$ cat config.mk
export PLATFORM = sky130hd
export DESIGN_NAME = debounce_scan_ctrl
export DESIGN_NICKNAME = d
export VERILOG_FILES = /design/src/rtl/debounce_scan_pkg.sv /design/src/rtl/debounce_tick_gen.sv /design/src/rtl/debounce_scan_ctrl.sv
export SDC_FILE = /design/constraint.sdc
export NUM_CORES = 1
export LEC_CHECK = 0
export CORE_ASPECT_RATIO = 0.75
export CORE_MARGIN = 2
export CORE_UTILIZATION = 45
export DETAILED_ROUTE_END_ITERATION = 16
export GPL_TIMING_DRIVEN = 0
export PLACE_DENSITY_LB_ADDON = 0.1
export SLEW_MARGIN = 20
export SYNTH_ARGS = -nofsm -noshare
export SYNTH_HDL_FRONTEND = slang
export SYNTH_SLANG_ARGS = --single-unit
$ cat constraint.sdc
create_clock -name CLK -period 3.13 [get_ports CLK]
set_input_delay 0.313 -clock CLK [delete_from_list [all_inputs] [get_ports CLK]]
set_output_delay 0.313 -clock CLK [all_outputs]
set_load 0.05 [all_outputs]
$ cat src/rtl/debounce_scan_pkg.sv
// debounce_scan_pkg: shared constants and width helpers for the scanned
// switch debouncer and its tick generator.
//   DEF_TICK_DIV : default clocks per scan tick (1 ms at 50 MHz)
//   DEF_CNT_MAX  : default consecutive disagreeing samples to accept a level
//   PRESS_CNT_W  : width of each per-channel press counter
//                  (present only with DEBOUNCE_SCAN_PRESS_COUNT_EN)
//   ch_w()       : index width for n items, never less than 1
//   cnt_w()      : integrator width able to hold 0..cmax
package debounce_scan_pkg;

  localparam int DEF_TICK_DIV = 50000;
  localparam int DEF_CNT_MAX  = 15;
  localparam int PRESS_CNT_W  = 8;

  function automatic int ch_w(input int n);
    return (n > 1) ? $clog2(n) : 1;
  endfunction

  function automatic int cnt_w(input int cmax);
    return (cmax > 0) ? $clog2(cmax + 1) : 1;
  endfunction

endpackage

$ cat src/rtl/debounce_tick_gen.sv
// debounce_tick_gen: free-running prescaler. It counts 0..TICK_DIV-1 and then
// wraps. tick is combinational and high for the single cycle in which the
// count sits at TICK_DIV-1. The sevseg digit scanner also uses this block.
//   CLK   in  system clock
//   RST_N in  asynchronous active-low reset
//   tick  out one-cycle scan strobe
module debounce_tick_gen
  import debounce_scan_pkg::*;
#(
  parameter int TICK_DIV = DEF_TICK_DIV
) (
  input  logic CLK,
  input  logic RST_N,
  output logic tick
);

  localparam int CW = ch_w(TICK_DIV);
  localparam logic [CW-1:0] LAST = CW'(TICK_DIV - 1);

  logic [CW-1:0] cnt_q, cnt_d;

  assign tick  = (cnt_q == LAST);
  assign cnt_d = tick ? '0 : cnt_q + 1'b1;

  always_ff @(posedge CLK or negedge RST_N) begin
    if (!RST_N) cnt_q <= '0;
    else        cnt_q <= cnt_d;
  end

endmodule

$ cat src/rtl/debounce_scan_ctrl.sv
// debounce_scan_ctrl: time-multiplexed debouncer for N_CH switches. One scan
// tick is shared round-robin, so each channel's integrator advances once
// every N_CH*TICK_DIV cycles. A channel accepts a new level after CNT_MAX
// consecutive disagreeing samples. Any agreeing sample clears its integrator.
//   CLK, RST_N in  clock and asynchronous active-low reset
//   switch_in  in  raw switch levels (asynchronous)
//   state      out debounced level per channel
//   trans_up   out one-cycle pulse on an accepted 0->1
//   trans_dn   out one-cycle pulse on an accepted 1->0
//   scan_ch    out channel serviced on the next tick (debug)
//   press_cnt  out 8-bit press counter per channel, bits [8i+7:8i]
//                  (only with DEBOUNCE_SCAN_PRESS_COUNT_EN defined)
module debounce_scan_ctrl
  import debounce_scan_pkg::*;
#(
  parameter int N_CH     = 4,
  parameter int TICK_DIV = DEF_TICK_DIV,
  parameter int CNT_MAX  = DEF_CNT_MAX
) (
  input  logic                      CLK,
  input  logic                      RST_N,
  input  logic [N_CH-1:0]           switch_in,
  output logic [N_CH-1:0]           state,
  output logic [N_CH-1:0]           trans_up,
  output logic [N_CH-1:0]           trans_dn,
  output logic [ch_w(N_CH)-1:0]     scan_ch
`ifdef DEBOUNCE_SCAN_PRESS_COUNT_EN
  ,
  output logic [N_CH*PRESS_CNT_W-1:0] press_cnt
`endif
);

  localparam int CH_W  = ch_w(N_CH);
  localparam int CNT_W = cnt_w(CNT_MAX);
  localparam logic [CH_W-1:0]  CH_LAST  = CH_W'(N_CH - 1);
  localparam logic [CNT_W-1:0] CNT_LAST = CNT_W'(CNT_MAX - 1);

  logic            tick;
  logic [N_CH-1:0] sync1_q, sync_in;
  logic [CH_W-1:0] scan_q, scan_d;

  debounce_tick_gen #(.TICK_DIV(TICK_DIV)) u_tick (
    .CLK  (CLK),
    .RST_N(RST_N),
    .tick (tick)
  );

  // Two-flop synchronizer. sync_in lags switch_in by two cycles.
  always_ff @(posedge CLK or negedge RST_N) begin
    if (!RST_N) begin
      sync1_q <= '0;
      sync_in <= '0;
    end else begin
      sync1_q <= switch_in;
      sync_in <= sync1_q;
    end
  end

  always_comb begin
    scan_d = scan_q;
    if (tick) scan_d = (scan_q == CH_LAST) ? '0 : scan_q + 1'b1;
  end

  always_ff @(posedge CLK or negedge RST_N) begin
    if (!RST_N) scan_q <= '0;
    else        scan_q <= scan_d;
  end

  assign scan_ch = scan_q;

  for (genvar i = 0; i < N_CH; i++) begin : g_ch
    logic [CNT_W-1:0] cnt_q, cnt_d;
    logic             st_q, st_d, up_q, up_d, dn_q, dn_d;
    logic             svc;

    // Only one channel matches scan_q, so at most one channel can pulse.
    assign svc = tick && (scan_q == CH_W'(i));

    always_comb begin
      cnt_d = cnt_q;
      st_d  = st_q;
      up_d  = 1'b0;
      dn_d  = 1'b0;
      if (svc) begin
        if (sync_in[i] == st_q) begin
          cnt_d = '0;
        end else if (cnt_q == CNT_LAST) begin
          cnt_d = '0;
          st_d  = sync_in[i];
          up_d  = sync_in[i];
          dn_d  = ~sync_in[i];
        end else begin
          cnt_d = cnt_q + 1'b1;
        end
      end
    end

    // Pulses are registered together with the level, so each pulse
    // appears in the same cycle as the state change.
    always_ff @(posedge CLK or negedge RST_N) begin
      if (!RST_N) begin
        cnt_q <= '0;
        st_q  <= 1'b0;
        up_q  <= 1'b0;
        dn_q  <= 1'b0;
      end else begin
        cnt_q <= cnt_d;
        st_q  <= st_d;
        up_q  <= up_d;
        dn_q  <= dn_d;
      end
    end

    assign state[i]    = st_q;
    assign trans_up[i] = up_q;
    assign trans_dn[i] = dn_q;

`ifdef DEBOUNCE_SCAN_PRESS_COUNT_EN
    logic [PRESS_CNT_W-1:0] pc_q;

    // Counts at the edge that ends the trans_up cycle and wraps naturally.
    always_ff @(posedge CLK or negedge RST_N) begin
      if (!RST_N)    pc_q <= '0;
      else if (up_q) pc_q <= pc_q + 1'b1;
    end

    assign press_cnt[i*PRESS_CNT_W +: PRESS_CNT_W] = pc_q;
`endif
  end

endmodule
### Word-level counts from Yosys, hierarchy flattened

Cells that the tools add are included.

* register bits: 54
* output and inout port bits: 14
* logic and storage cells: 89

* $add $sub $neg: 6
* equal/unequal tests: 12
* multiplexer cells: 34
* bitwise operators: 8
* reductions and logical operators: 9

Operator list (count)
* $mux 4: 8
* $mux 1: 24
* $add 16x1->16 const B: 1
* $add 4x1->4 const B: 4
* $eq 16x16->1 const B: 1
* $eq 4x4->1 const B: 4
* $mux 16: 1
* $reduce_and 3->1: 4
* $not 1->1: 8
* $eq 1x1->1: 4
* $eq 2x2->1 const B: 2
* $logic_and 1x1->1: 4
* $add 2x1->2 const B: 1
* $eq 2x1->1 const B: 1
* $logic_not 2->1: 1
* $mux 2: 1

### Depth between registers and ports, before layout

Gate-level depths: netlist of run 1.

* word-level depth: 4
* mapped depth: 6

### Cells and area by module

From an unflattened synthesis of run 1, not the netlist that was laid out.

* cell total of the unflattened synthesis: 226
* area total of the unflattened synthesis: 2536.2 sq um

Modules (own cells, without submodules)
* debounce_scan_ctrl: times used 1, cells an instance 159, area an instance 1774.2 sq um, seq. area each 950.9 sq um
* debounce_tick_gen: times used 1, cells an instance 67, area an instance 762.0 sq um, seq. area each 400.4 sq um

### Worst setup path after synthesis of run 1

Ideal clock, no wire load.

* path type: register -> register
* start point: register u_tick.cnt_q[4]
* end point: register g_ch[0].st_q
* setup time: 0.125 ns
* arrival: 1.911 ns
* path slack: 1.094 ns
* stages on the path, launching flop included: 6
* cells stage by stage: dfrtp_1 > or4b_1 > buf_6 > nor4_1 > nand2_1 > mux2_4

* longest elaborated chain between the ends: 3

RTL lines
* from (decl): RTL line debounce_tick_gen.sv:20 `logic [CW-1:0] cnt_q, cnt_d;`
* from (signal assigned): RTL line debounce_tick_gen.sv:27 `else cnt_q <= cnt_d;`
* $eq 16x16->1: RTL line debounce_tick_gen.sv:22 `assign tick = (cnt_q == LAST);`
* $logic_and 1x1->1: RTL line debounce_scan_ctrl.sv:77 `assign svc = tick && (scan_q == CH_W'(i));`
* $reduce_and 3->1 (no source line)
* to (signal assigned): RTL line debounce_scan_ctrl.sv:108 `st_q <= st_d;`
* to (decl): RTL line debounce_scan_ctrl.sv:73 `logic st_q, st_d, up_q, up_d, dn_q, dn_d;`

No other way between the ends.
A chain may end at the register's enable or synchronous reset.

### Final worst setup path of run 1

* start point: register u_tick.cnt_q[5]
* end point: register g_ch[0].cnt_q[3]

* longest elaborated chain between the ends: 2

RTL lines
* $eq 16x16->1: RTL line debounce_tick_gen.sv:22
* $logic_and 1x1->1: RTL line debounce_scan_ctrl.sv:77
* to (signal assigned): RTL line debounce_scan_ctrl.sv:107 `cnt_q <= cnt_d;`
* to (decl): RTL line debounce_scan_ctrl.sv:72 `logic [CNT_W-1:0] cnt_q, cnt_d;`

No other way between the ends.

==> impl_metrics.xml, run 1 <==
<?xml version="1.0" encoding="UTF-8"?>
<metrics>
  <group name="layout">
    <metric name="layout.cells.most_common" unit="">sky130_fd_sc_hd__dfrtp_1</metric>
    <metric name="ff_latch_area" unit="µm²">1350</metric>
    <metric name="antenna_cells_inserted" unit="">0</metric>
    <metric name="layout.nets" unit="">275</metric>
    <metric name="area.growth.synth_to_final" unit="%">14.1</metric>
    <metric name="num-fill-cells" unit="">533</metric>
    <metric name="layout-drive-gt1-share" unit="%">14.0</metric>
    <metric name="mostFrequentLayoutCells" unit="">54 x sky130_fd_sc_hd__dfrtp_1, 18 x sky130_fd_sc_hd__clkdlybuf4s50_1, 14 x sky130_fd_sc_hd__nand3_1, 14 x sky130_fd_sc_hd__nor2_1</metric>
    <metric name="multi_input_area" unit="µm²">1170</metric>
    <metric name="stdcell_count" unit="">335</metric>
  </group>
  <group name="worst_setup_path">
    <metric name="critical_path.startpoint" unit="">u_tick.cnt_q[5]$_DFF_PN0_</metric>
    <metric name="setup_crit_end_kind" unit="">flip-flop</metric>
    <metric name="worst_r2r_startpoint" unit="">u_tick.cnt_q[5]$_DFF_PN0_</metric>
    <metric name="timing.setup.critical_path_class" unit="">reg2reg</metric>
    <metric name="cp-start-kind" unit="">flip-flop</metric>
    <metric name="cp_data_arrival_time" unit="ps">2590</metric>
    <metric name="required" unit="ps">3340</metric>
    <metric name="cp_max_fo" unit="">9</metric>
  </group>
  <group name="timing">
    <metric name="period_needed" unit="ps">2380</metric>
    <metric name="timing_hold_violations_final" unit="">0</metric>
    <metric name="max_freq" unit="MHz">421</metric>
    <metric name="max-slew-margin-rel" unit="%">54.2</metric>
    <metric name="worst_clock_skew" unit="ps">7.41</metric>
    <metric name="setup_viol" unit="">0</metric>
    <metric name="tightest_slew" unit="ps">686</metric>
    <metric name="postLayoutSetupSlackWorst" unit="ps">753</metric>
    <metric name="fin_crit_sh" unit="%">76.0</metric>
    <metric name="report.final.slew_viol_count" unit="">0</metric>
    <metric name="rsz0062_at_grt" unit="">false</metric>
    <metric name="timing.setup.tns" unit="ps">0</metric>
  </group>
  <group name="floorplanning">
    <metric name="placement_rows" unit="">24</metric>
    <metric name="floorplan.die.width" unit="µm">92.8</metric>
    <metric name="coreArea" unit="µm²">5770</metric>
    <metric name="die_height" unit="µm">70.6</metric>
    <metric name="start_util" unit="%">46.2</metric>
    <metric name="pin_count" unit="">20</metric>
    <metric name="die-area" unit="µm²">6550</metric>
  </group>
  <group name="grt">
    <metric name="grt_max_degree" unit="">55</metric>
    <metric name="antenna_violations_before_repair" unit="">0</metric>
    <metric name="globalRouteOverflowTotal" unit="">0</metric>
    <metric name="grt_use_total" unit="%">15.8</metric>
    <metric name="grt_pass1_wl" unit="µm">8180</metric>
    <metric name="vias_in_the_first_global_route" unit="">1724</metric>
  </group>
  <group name="clocking">
    <metric name="cts.htree.levels" unit="">2</metric>
    <metric name="clk_pin_slew_worst_paths" unit="ps">90</metric>
    <metric name="post_cts_setup_buffers" unit="">0</metric>
    <metric name="clk-insertion-delay-late" unit="ps">300</metric>
    <metric name="cts.sinks" unit="">54</metric>
    <metric name="cts-root-to-sink-buffers" unit="">2</metric>
    <metric name="clock_buffer_count_from_cts" unit="">5</metric>
    <metric name="hold_buffers" unit="">0</metric>
    <metric name="ctsRootBufferMaster" unit="">sky130_fd_sc_hd__clkbuf_8</metric>
    <metric name="cts_tree" unit="">built</metric>
    <metric name="postCtsResizedCells" unit="">0</metric>
  </group>
  <group name="drt">
    <metric name="post-route-drc-count" unit="">0</metric>
    <metric name="drt-pass1-iter-count" unit="">4</metric>
    <metric name="wl_per_cell" unit="µm">13.8</metric>
    <metric name="ant_nets" unit="">0</metric>
    <metric name="detail_route.iter0.violations" unit="">70</metric>
    <metric name="routed_wirelength" unit="µm">4640</metric>
    <metric name="vias_per_cell" unit="">5.28</metric>
    <metric name="detailroute.via_count" unit="">1770</metric>
  </group>
  <group name="pwr">
    <metric name="power.density" unit="nW/µm²">372</metric>
    <metric name="maximum_vdd_drop" unit="V">0.000216</metric>
    <metric name="p_total" unit="mW">1.13</metric>
    <metric name="cellLeakagePower" unit="nW">1.37</metric>
  </group>
  <group name="placement">
    <metric name="placed_cells" unit="">327</metric>
    <metric name="post-dp-hpwl" unit="µm">3170</metric>
    <metric name="numPortBuffers" unit="">19</metric>
    <metric name="routabilityCongestion" unit="">0.829</metric>
    <metric name="preCtsSetupSlack" unit="ps">783</metric>
  </group>
  <group name="synth">
    <metric name="post_synthesis_sequential_area_ratio" unit="%">50.8</metric>
    <metric name="syn_inst" unit="">230</metric>
    <metric name="postSynthNetCount" unit="">249</metric>
    <metric name="synthArstFlopShare" unit="%">100</metric>
    <metric name="yosys_warnings" unit="">0</metric>
    <metric name="syn_avg_cell_area" unit="µm²">11.6</metric>
    <metric name="synth_edf_count" unit="">0</metric>
    <metric name="synthesis.area" unit="µm²">2660</metric>
    <metric name="count_of_state_elements_after_synthesis" unit="">54</metric>
    <metric name="synth-main-ff-cell" unit="">sky130_fd_sc_hd__dfrtp_1</metric>
    <metric name="yosysUniqueCellTypes" unit="">37</metric>
  </group>
  <group name="job">
    <metric name="maxCapViolCount" unit="">0</metric>
  </group>
  <group name="run_status">
    <metric name="run_status" unit="">finished clean</metric>
  </group>
  <group name="worst_hold_path">
    <metric name="worstHoldPathType" unit="">in2async</metric>
  </group>
</metrics>
routing by layer:
metal | wire length, µm | track usage (%) | share of wire (%) | vias up
met2 | 2140 | 24.1 | 46 | 22
met3 | 129 | 3.51 | 2.8 | 4
met4 | 32 | 4.90 | 0.69 | 0
met1 | 2330 | 22.9 | 50 | 877
met5 | 0 | 0 | 0 | -
li1 | - | - | - | 867
power breakdown:
part / switching (mW) / total [mW] / internal, mW
clock: 0.217 / 0.396 / 0.179
sequential: 0.00352 / 0.706 / 0.702
combinational: 0.0190 / 0.0285 / 0.00950
total: 0.239 / 1.13 / 0.891
through the flow:
stage	hold slack, ps	util (%)	area (µm²)
6_report	47.7	52.7	3040
5_1_grt	105	52.7	3040
4_1_cts	66.3	52.7	3040
3_5_place_dp	335	51.1	2950
3_3_place_gp	333	51.2	2950
2_1_floorplan	17.4	-	2660
cell type report:
cell class	instances	share of cell area, %
multi-input cells	154	38.7
well taps	78	3.21
repair buffers	19	6.18
plain buffers	16	3.75
inverters	6	0.741
flip-flops and latches	54	44.5
clock inverters	1	0.165
clock buffers	7	2.84
Yosys cell counts, types with 2 or more instances:
library cell | number | share of area (%)
sky130_fd_sc_hd__o2bb2ai_1 | 6 | 2.0
sky130_fd_sc_hd__nand4b_1 | 3 | 0.99
sky130_fd_sc_hd__nor3b_1 | 9 | 2.5
sky130_fd_sc_hd__nor4_4 | 4 | 3.2
sky130_fd_sc_hd__nor2_1 | 14 | 2.0
sky130_fd_sc_hd__and4_1 | 2 | 0.66
sky130_fd_sc_hd__nand4bb_1 | 2 | 0.85
sky130_fd_sc_hd__buf_4 | 12 | 3.4
sky130_fd_sc_hd__mux2_2 | 5 | 2.1
sky130_fd_sc_hd__dfrtp_1 | 54 | 51
sky130_fd_sc_hd__o21ai_0 | 10 | 1.9
sky130_fd_sc_hd__mux2_1 | 2 | 0.85
sky130_fd_sc_hd__xnor2_1 | 9 | 3.0
sky130_fd_sc_hd__clkbuf_1 | 2 | 0.28
sky130_fd_sc_hd__nand2b_1 | 4 | 0.94
sky130_fd_sc_hd__nand4_1 | 9 | 2.1
sky130_fd_sc_hd__nor4_1 | 2 | 0.47
sky130_fd_sc_hd__o31ai_1 | 4 | 1.1
sky130_fd_sc_hd__inv_1 | 6 | 0.85
sky130_fd_sc_hd__a311o_1 | 3 | 1.1
sky130_fd_sc_hd__ha_1 | 13 | 6.1
sky130_fd_sc_hd__nand3_1 | 14 | 2.6
sky130_fd_sc_hd__nand2_1 | 12 | 1.7
sky130_fd_sc_hd__nor3_1 | 5 | 0.94
sky130_fd_sc_hd__xor2_1 | 7 | 2.3
sky130_fd_sc_hd__and3_1 | 6 | 1.4
registers in the layout, indices dropped and copies added, names as in the netlist:
name          cells
u_tick.cnt_q     16
g_ch.st_q         4
sync1_q           4
sync_in           4
g_ch.dn_q         4
g_ch.up_q         4
scan_ch           2
g_ch.cnt_q       16
worst paths after layout:
| check | slack (ps) | end | cells after the start |
|---|---|---|---|
| hold reg to reg | 350 | sync_in[0]$_DFF_PN0_ | 0 |
| setup reg to reg | 750 | g_ch[0].cnt_q[3]$_DFFE_PN0P_ | 4 |
| min in group CLK | 350 | sync_in[0]$_DFF_PN0_ | 0 |
| hold / removal | 50 | g_ch[3].up_q$_DFF_PN0_ | 1 |
| max in group asynchronous | 2630 | sync1_q[1]$_DFF_PN0_ | 1 |
| setup / recovery | 750 | g_ch[0].cnt_q[3]$_DFFE_PN0P_ | 4 |
worst max-delay path, stage by stage (launching register included):
cell and delay (ps):
sky130_fd_sc_hd__dfrtp_1 460, sky130_fd_sc_hd__nand4bb_1 610, sky130_fd_sc_hd__nor4_4 750, sky130_fd_sc_hd__nand3_1 210, sky130_fd_sc_hd__o31ai_1 260
kinds of logic after synthesis:
family	Yosys count	synth area share, %
mux	8	3.52
buf+inv	22	5.12
flops	54	50.8
compound gates	24	6.39
simple gates	93	22.8
xor+xnor	16	5.26
fa+ha+maj	13	6.11
No activity file was read; power rests on OpenSTA's default activity.
==> run 2: changes to the inputs <==
clock period = 2.3 ns   (was 3.13 ns; I/O delays follow)
==> impl_metrics.xml, run 2 (synthesized netlist as in run 1, its figures left out) <==
<?xml version="1.0" encoding="UTF-8"?>
<metrics>
  <group name="timing">
    <metric name="period_needed" unit="ps">2140</metric>
    <metric name="rsz0062_at_grt" unit="">false</metric>
    <metric name="timing_hold_violations_final" unit="">0</metric>
    <metric name="max_freq" unit="MHz">467</metric>
    <metric name="fin_crit_sh" unit="%">93.1</metric>
    <metric name="tightest_slew" unit="ps">688</metric>
    <metric name="postLayoutSetupSlackWorst" unit="ps">159</metric>
    <metric name="max-slew-margin-rel" unit="%">54.1</metric>
    <metric name="finalHoldWorstSlack" unit="ps">355</metric>
    <metric name="report.final.slew_viol_count" unit="">0</metric>
    <metric name="worst_clock_skew" unit="ps">7.54</metric>
    <metric name="setup_viol" unit="">0</metric>
  </group>
  <group name="layout">
    <metric name="mostFrequentLayoutCells" unit="">54 x sky130_fd_sc_hd__dfrtp_1, 18 x sky130_fd_sc_hd__clkdlybuf4s50_1, 15 x sky130_fd_sc_hd__buf_4, 14 x sky130_fd_sc_hd__nand3_1, 14 x sky130_fd_sc_hd__nor2_1</metric>
    <metric name="layout.nets" unit="">278</metric>
    <metric name="final_core_util" unit="%">53.4</metric>
    <metric name="ff_latch_area" unit="µm²">1350</metric>
    <metric name="antenna_cells_inserted" unit="">0</metric>
    <metric name="layout-drive-gt1-share" unit="%">15.8</metric>
    <metric name="multi_input_area" unit="µm²">1190</metric>
    <metric name="layout.cells.most_common" unit="">sky130_fd_sc_hd__dfrtp_1</metric>
    <metric name="area.growth.synth_to_final" unit="%">15.7</metric>
    <metric name="num-fill-cells" unit="">531</metric>
    <metric name="largestRegisters" unit="">g_ch.cnt_q x16, u_tick.cnt_q x16</metric>
  </group>
  <group name="floorplanning">
    <metric name="start_util" unit="%">46.2</metric>
    <metric name="coreArea" unit="µm²">5770</metric>
    <metric name="pin_count" unit="">20</metric>
    <metric name="die_height" unit="µm">70.6</metric>
    <metric name="placement_rows" unit="">24</metric>
    <metric name="floorplan.die.width" unit="µm">92.8</metric>
    <metric name="die-area" unit="µm²">6550</metric>
  </group>
  <group name="clocking">
    <metric name="clock_buffer_count_from_cts" unit="">5</metric>
    <metric name="clk-insertion-delay-late" unit="ps">300</metric>
    <metric name="clk_pin_slew_worst_paths" unit="ps">90</metric>
    <metric name="ctsRootBufferMaster" unit="">sky130_fd_sc_hd__clkbuf_8</metric>
    <metric name="cts-root-to-sink-buffers" unit="">2</metric>
    <metric name="cts.sinks" unit="">54</metric>
    <metric name="cts_tree" unit="">built</metric>
    <metric name="cts.htree.levels" unit="">2</metric>
  </group>
  <group name="grt">
    <metric name="grt.busiest_layer" unit="">met2</metric>
    <metric name="grt_max_degree" unit="">55</metric>
    <metric name="globalRouteOverflowTotal" unit="">0</metric>
    <metric name="vias_in_the_first_global_route" unit="">1753</metric>
    <metric name="grt_use_total" unit="%">16.1</metric>
    <metric name="grt_util_met1" unit="%">22.9</metric>
    <metric name="gr-usage-met3" unit="%">3.51</metric>
    <metric name="grt_pass1_wl" unit="µm">8320</metric>
    <metric name="antenna_violations_before_repair" unit="">0</metric>
    <metric name="grt.met2_usage" unit="%">25.0</metric>
  </group>
  <group name="placement">
    <metric name="numPortBuffers" unit="">19</metric>
    <metric name="routabilityCongestion" unit="">0.829</metric>
    <metric name="preCtsSetupSlack" unit="ps">-46.5</metric>
    <metric name="post-dp-hpwl" unit="µm">3170</metric>
  </group>
  <group name="pwr">
    <metric name="power.density" unit="nW/µm²">500</metric>
    <metric name="cellLeakagePower" unit="nW">1.38</metric>
    <metric name="maximum_vdd_drop" unit="V">0.000294</metric>
  </group>
  <group name="worst_setup_path">
    <metric name="setup_crit_end_kind" unit="">flip-flop</metric>
    <metric name="cp-start-kind" unit="">flip-flop</metric>
    <metric name="cp_data_arrival_time" unit="ps">2390</metric>
    <metric name="cp_max_fo" unit="">6</metric>
    <metric name="timing.setup.critical_path_class" unit="">reg2reg</metric>
    <metric name="required" unit="ps">2550</metric>
  </group>
  <group name="drt">
    <metric name="drt-pass1-iter-count" unit="">4</metric>
    <metric name="post-route-drc-count" unit="">0</metric>
    <metric name="detailroute.via_count" unit="">1781</metric>
    <metric name="wl_per_cell" unit="µm">14.0</metric>
    <metric name="detail_route.iter0.violations" unit="">74</metric>
    <metric name="routed_wirelength" unit="µm">4720</metric>
    <metric name="vias_per_cell" unit="">5.27</metric>
    <metric name="ant_nets" unit="">0</metric>
  </group>
  <group name="job">
    <metric name="maxCapViolCount" unit="">0</metric>
  </group>
  <group name="run_status">
    <metric name="run_status" unit="">finished clean</metric>
  </group>
  <group name="worst_hold_path">
    <metric name="worstHoldPathType" unit="">reg2reg</metric>
  </group>
</metrics>
## run 2: changes by cell type in the layout (fill, tap and decap cells not counted), sizes merged
cell / previous run / this run
dlygate4sd3: 0 / 1
buf: 15 / 17
## run 2: path summary, 6_finish.rpt
path	start	to	slack (ps)	cells past startpoint
min reg2reg	sync1_q[1]$_DFF_PN0_	sync_in[1]$_DFF_PN0_	350	0
min in group asynchronous	RST_N	g_ch[3].up_q$_DFF_PN0_	510	2
max	u_tick.cnt_q[7]$_DFF_PN0_	g_ch[0].cnt_q[1]$_DFFE_PN0P_	160	5
max reg2reg	u_tick.cnt_q[7]$_DFF_PN0_	g_ch[0].cnt_q[1]$_DFFE_PN0P_	160	5
min	sync1_q[1]$_DFF_PN0_	sync_in[1]$_DFF_PN0_	350	0
max in group asynchronous	RST_N	sync1_q[1]$_DFF_PN0_	1340	2
## run 2: critical path, stage by stage, from the launching register on
cell                      delay, ps
sky130_fd_sc_hd__dfrtp_1        440
sky130_fd_sc_hd__or4b_1         530
sky130_fd_sc_hd__buf_6          170
sky130_fd_sc_hd__or4_4          570
sky130_fd_sc_hd__nor4_2         250
sky130_fd_sc_hd__a21o_1         120
## run 2: final cells by class
type                            count  area share (%)
Tap cell                           78            3.17
Clock buffer                        7            2.80
Inverter                            6           0.731
Multi-Input combinational cell    154            38.7
Clock inverter                      1           0.162
Timing Repair Buffer               22            6.90
Sequential cell                    54            43.9
Buffer                             16            3.70
## run 2: repair_timing
item | in CTS | in global routing
gates resized for setup | 1 | 2
hold buffers | 1 | 0
pin swaps | 1 | 3
buffers inserted | 2 | 0
setup endpoints to repair | 12 | 12
hold endpoints to repair | 54 | 0
## run 2: layer usage
metal | wire (µm) | vias to the layer above
li1 | - | 871
met3 | 85 | 2
met4 | 27 | 0
met5 | 0 | -
met2 | 2190 | 14
met1 | 2420 | 894
## run 2: metrics by stage
stage / setup TNS, ps / power [mW] / instance area (µm²) / cells
5_1_grt: 0 / 1.62 / 3080 / 338
2_1_floorplan: 0 / 0.990 / 2660 / 230
3_5_place_dp: -203 / 1.02 / 2950 / 327
4_1_cts: 0 / 1.58 / 3070 / 338
6_report: 0 / 1.54 / 3080 / 338
3_3_place_gp: -38690 / 1.02 / 2950 / 327
## run 2: where the power goes
part / internal, mW / switching (mW)
logic: 0.0141 / 0.0260
registers: 0.956 / 0.00475
clock network: 0.244 / 0.297
total: 1.21 / 0.328
==> run 3: changes to the inputs <==
ABC_AREA = 1   (was default)
CTS_CLUSTER_SIZE = 16   (was default)
==> impl_metrics.xml, run 3 <==
<?xml version="1.0" encoding="UTF-8"?>
<metrics>
  <group name="floorplanning">
    <metric name="pin_count" unit="">20</metric>
    <metric name="floorplan.die.width" unit="µm">94.9</metric>
    <metric name="placement_rows" unit="">24</metric>
    <metric name="die_height" unit="µm">72.2</metric>
    <metric name="die-area" unit="µm²">6860</metric>
    <metric name="coreArea" unit="µm²">5920</metric>
    <metric name="start_util" unit="%">47.2</metric>
  </group>
  <group name="grt">
    <metric name="grt_max_degree" unit="">55</metric>
    <metric name="vias_in_the_first_global_route" unit="">1733</metric>
    <metric name="antenna_violations_before_repair" unit="">0</metric>
    <metric name="globalRouteOverflowTotal" unit="">0</metric>
    <metric name="grt_pass1_wl" unit="µm">7960</metric>
    <metric name="grt_use_total" unit="%">15.1</metric>
  </group>
  <group name="worst_setup_path">
    <metric name="setup_crit_end_kind" unit="">output port</metric>
    <metric name="worst_r2r_startpoint" unit="">u_tick.cnt_q[0]$_DFF_PN0_</metric>
    <metric name="timing.setup.critical_path_class" unit="">reg2out</metric>
    <metric name="r2r_end" unit="">g_ch[1].dn_q$_DFF_PN0_</metric>
    <metric name="reg2reg_setup_slack" unit="ps">770</metric>
    <metric name="cp_max_fo" unit="">3</metric>
    <metric name="ff2ff_path_depth" unit="">7</metric>
    <metric name="crit_slowest_cell" unit="">sky130_fd_sc_hd__clkdlybuf4s50_1</metric>
    <metric name="required" unit="ps">2070</metric>
    <metric name="cp-start-kind" unit="">flip-flop</metric>
    <metric name="critical_path.cell_chain" unit="">buf_4 -&gt; clkdlybuf4s50_1</metric>
    <metric name="cp_data_arrival_time" unit="ps">1610</metric>
    <metric name="crit_path_max_incr_delay" unit="ps">790</metric>
  </group>
  <group name="pwr">
    <metric name="cellLeakagePower" unit="nW">1.58</metric>
    <metric name="p_total" unit="mW">1.50</metric>
    <metric name="maximum_vdd_drop" unit="V">0.000330</metric>
    <metric name="share_comb_of_total_power" unit="%">2.6</metric>
    <metric name="power.switching_fraction" unit="%">21.3</metric>
    <metric name="cell_internal_pwr" unit="mW">1.18</metric>
    <metric name="part_of_the_power_in_registers" unit="%">64.3</metric>
    <metric name="p_sw" unit="mW">0.319</metric>
    <metric name="power.density" unit="nW/µm²">473</metric>
    <metric name="p_clk_share" unit="%">33.2</metric>
  </group>
  <group name="run_status">
    <metric name="run_status" unit="">finished clean</metric>
  </group>
  <group name="clocking">
    <metric name="cts-root-to-sink-buffers" unit="">2</metric>
    <metric name="cts_tree" unit="">built</metric>
    <metric name="cts.sinks" unit="">54</metric>
    <metric name="cts.htree.levels" unit="">2</metric>
    <metric name="clk_pin_slew_worst_paths" unit="ps">90</metric>
    <metric name="clock_buffer_count_from_cts" unit="">5</metric>
    <metric name="post_cts_setup_buffers" unit="">0</metric>
    <metric name="clk-insertion-delay-late" unit="ps">300</metric>
    <metric name="ctsRootBufferMaster" unit="">sky130_fd_sc_hd__clkbuf_8</metric>
  </group>
  <group name="timing">
    <metric name="tightest_slew" unit="ps">656</metric>
    <metric name="worst_clock_skew" unit="ps">6.46</metric>
    <metric name="finalHoldWorstSlack" unit="ps">357</metric>
    <metric name="max-slew-margin-rel" unit="%">56.3</metric>
    <metric name="rsz0062_at_grt" unit="">false</metric>
    <metric name="max_freq" unit="MHz">542</metric>
    <metric name="period_needed" unit="ps">1840</metric>
    <metric name="fin_crit_sh" unit="%">80.2</metric>
    <metric name="timing_hold_violations_final" unit="">0</metric>
    <metric name="report.final.slew_viol_count" unit="">0</metric>
    <metric name="setup_viol" unit="">0</metric>
    <metric name="timing.setup.tns" unit="ps">0</metric>
  </group>
  <group name="worst_hold_path">
    <metric name="min-delay-start" unit="">sync1_q[0]$_DFF_PN0_</metric>
    <metric name="worstHoldPathType" unit="">reg2reg</metric>
    <metric name="worstHoldEndpoint" unit="">sync_in[0]$_DFF_PN0_</metric>
    <metric name="whs_path_depth" unit="">0</metric>
  </group>
  <group name="layout">
    <metric name="layout.cells.most_common" unit="">sky130_fd_sc_hd__dfrtp_1</metric>
    <metric name="final_design_area_no_fill" unit="µm²">3160</metric>
    <metric name="layout-drive-gt1-share" unit="%">12.4</metric>
    <metric name="area.growth.synth_to_final" unit="%">13.3</metric>
    <metric name="mostFrequentLayoutCells" unit="">54 x sky130_fd_sc_hd__dfrtp_1, 53 x sky130_fd_sc_hd__nand2_1, 36 x sky130_fd_sc_hd__inv_1, 35 x sky130_fd_sc_hd__nor2_1, 29 x sky130_fd_sc_hd__nand3_1</metric>
    <metric name="largestRegisters" unit="">g_ch.cnt_q x16, u_tick.cnt_q x16</metric>
    <metric name="stdcell_count" unit="">417</metric>
    <metric name="antenna_cells_inserted" unit="">0</metric>
    <metric name="layout.nets" unit="">358</metric>
  </group>
  <group name="synth">
    <metric name="synth.area.top_cells" unit="">sky130_fd_sc_hd__dfrtp_1 48%, sky130_fd_sc_hd__nand2_1 7.1%, sky130_fd_sc_hd__ha_1 5.8%</metric>
    <metric name="syn_inst" unit="">312</metric>
    <metric name="postSynthNetCount" unit="">331</metric>
    <metric name="post_synthesis_sequential_area_ratio" unit="%">48.4</metric>
    <metric name="synthesis.area" unit="µm²">2790</metric>
    <metric name="yosysUniqueCellTypes" unit="">22</metric>
    <metric name="synthMostInstantiatedCell" unit="">sky130_fd_sc_hd__dfrtp_1</metric>
    <metric name="synth_top_cell_area_share" unit="%">48.4</metric>
    <metric name="synth-main-ff-cell" unit="">sky130_fd_sc_hd__dfrtp_1</metric>
    <metric name="yosys_warnings" unit="">0</metric>
    <metric name="syn_avg_cell_area" unit="µm²">8.95</metric>
    <metric name="yosys_top_cell_by_area" unit="">sky130_fd_sc_hd__dfrtp_1</metric>
    <metric name="synthArstFlopShare" unit="%">100</metric>
    <metric name="synthTopCellsByCount" unit="">54 x sky130_fd_sc_hd__dfrtp_1, 53 x sky130_fd_sc_hd__nand2_1, 36 x sky130_fd_sc_hd__inv_1</metric>
    <metric name="synth_edf_count" unit="">0</metric>
    <metric name="count_of_state_elements_after_synthesis" unit="">54</metric>
  </group>
  <group name="placement">
    <metric name="routabilityCongestion" unit="">0.828</metric>
    <metric name="post-dp-hpwl" unit="µm">3380</metric>
    <metric name="placed_cells" unit="">409</metric>
    <metric name="postPlaceCellArea" unit="µm²">3080</metric>
    <metric name="numPortBuffers" unit="">19</metric>
  </group>
  <group name="drt">
    <metric name="vias_per_cell" unit="">4.73</metric>
    <metric name="ant_nets" unit="">0</metric>
    <metric name="post-route-drc-count" unit="">0</metric>
    <metric name="detail_route.iter0.violations" unit="">62</metric>
    <metric name="routed_wirelength" unit="µm">4690</metric>
    <metric name="detailroute.via_count" unit="">1973</metric>
    <metric name="drt-pass1-iter-count" unit="">4</metric>
    <metric name="wl_per_cell" unit="µm">11.3</metric>
  </group>
  <group name="job">
    <metric name="maxCapViolCount" unit="">0</metric>
  </group>
</metrics>
[run 3: changes by cell type in the layout (fill, tap and decap cells not counted), moves of 6 or more]
cell | before | now
sky130_fd_sc_hd__o21ai_1 | 0 | 11
sky130_fd_sc_hd__xor2_1 | 7 | 18
sky130_fd_sc_hd__nor3b_1 | 9 | 0
sky130_fd_sc_hd__and3_1 | 6 | 0
sky130_fd_sc_hd__nand2_1 | 12 | 53
sky130_fd_sc_hd__nand3_1 | 14 | 29
sky130_fd_sc_hd__nor2_1 | 14 | 35
sky130_fd_sc_hd__o21ai_0 | 10 | 1
sky130_fd_sc_hd__o2bb2ai_1 | 6 | 0
sky130_fd_sc_hd__xnor2_1 | 9 | 1
sky130_fd_sc_hd__inv_1 | 6 | 36
sky130_fd_sc_hd__nand4_1 | 9 | 16
sky130_fd_sc_hd__nor2_4 | 0 | 7
[run 3: cells by family (layout without fill, tap and decap cells)]
group,after synthesis,count (layout),share of synthesized area [%]
adder cells (fa/ha/maj),13,13,5.83
AND/OR/NAND/NOR,155,155,27.0
buffers and inverters,54,81,9.14
AO/OA/AOI/OAI,17,17,3.68
flip-flops,54,54,48.4
XOR/XNOR,19,19,5.96
[run 3: final cells by class]
type / count / area, µm²
sequential: 54 / 1350
inverter: 41 / 154
clock buffer: 7 / 76.3
tap: 78 / 97.6
fill: 537 / 2750
multi-input combinational: 204 / 1180
buffer: 13 / 101
timing repair buffer: 20 / 198
[run 3: worst max-delay path: cells and delay by family (launching register included)]
family	cells	cell delay, ps
buffers and inverters	2	920
flip-flops	1	400
[run 3: metrics by stage]
| step | setup WS, ps | util [%] |
|---|---|---|
| 2_1_floorplan | 832 | - |
| 3_3_place_gp | -729 | 52.1 |
| 3_5_place_dp | 777 | 52.0 |
| 4_1_cts | 436 | 53.5 |
| 5_1_grt | 406 | 53.5 |
| 6_report | 456 | 53.5 |
[run 3: worst max path at each step]
| stage | slack, ps | end | depth (start not counted) | from |
|---|---|---|---|---|
| 5_1_grt | 410 | state[3] | 2 | g_ch[3].st_q$_DFFE_PN0P_ |
| 4_1_cts | 440 | state[3] | 2 | g_ch[3].st_q$_DFFE_PN0P_ |
| 3_3_place_gp | -730 | u_tick.cnt_q[9]$_DFF_PN0_ | 1 | RST_N |
| 6_report | 460 | state[3] | 2 | g_ch[3].st_q$_DFFE_PN0P_ |
| 2_1_floorplan | 830 | g_ch[0].cnt_q[0]$_DFFE_PN0P_ | 7 | scan_ch[0]$_DFFE_PN0N_ |
| 3_5_place_dp | 780 | g_ch[1].dn_q$_DFF_PN0_ | 7 | u_tick.cnt_q[0]$_DFF_PN0_ |
[run 3: metal layers]
metal	global-route usage, %	share of wire [%]
met4	5.31	0.98
met2	22.2	42
met3	3.74	3.1
met5	0	0
met1	21.9	54
[run 3: power by group through the flow]
stage | logic (mW) | clock network, mW | registers, mW
floorplan | 0.00943 | 0 | 0.979
global placement | 0.0396 | 0 | 0.980
detailed placement | 0.0389 | 0 | 0.980
CTS | 0.0403 | 0.523 | 0.961
global route | 0.0456 | 0.569 | 0.962
finish | 0.0382 | 0.496 | 0.961
[run 3: what timing repair did]
item,4_1_cts,5_1_grt
hold buffers,1,0
hold endpoints to repair,54,0
resized for setup,0,0
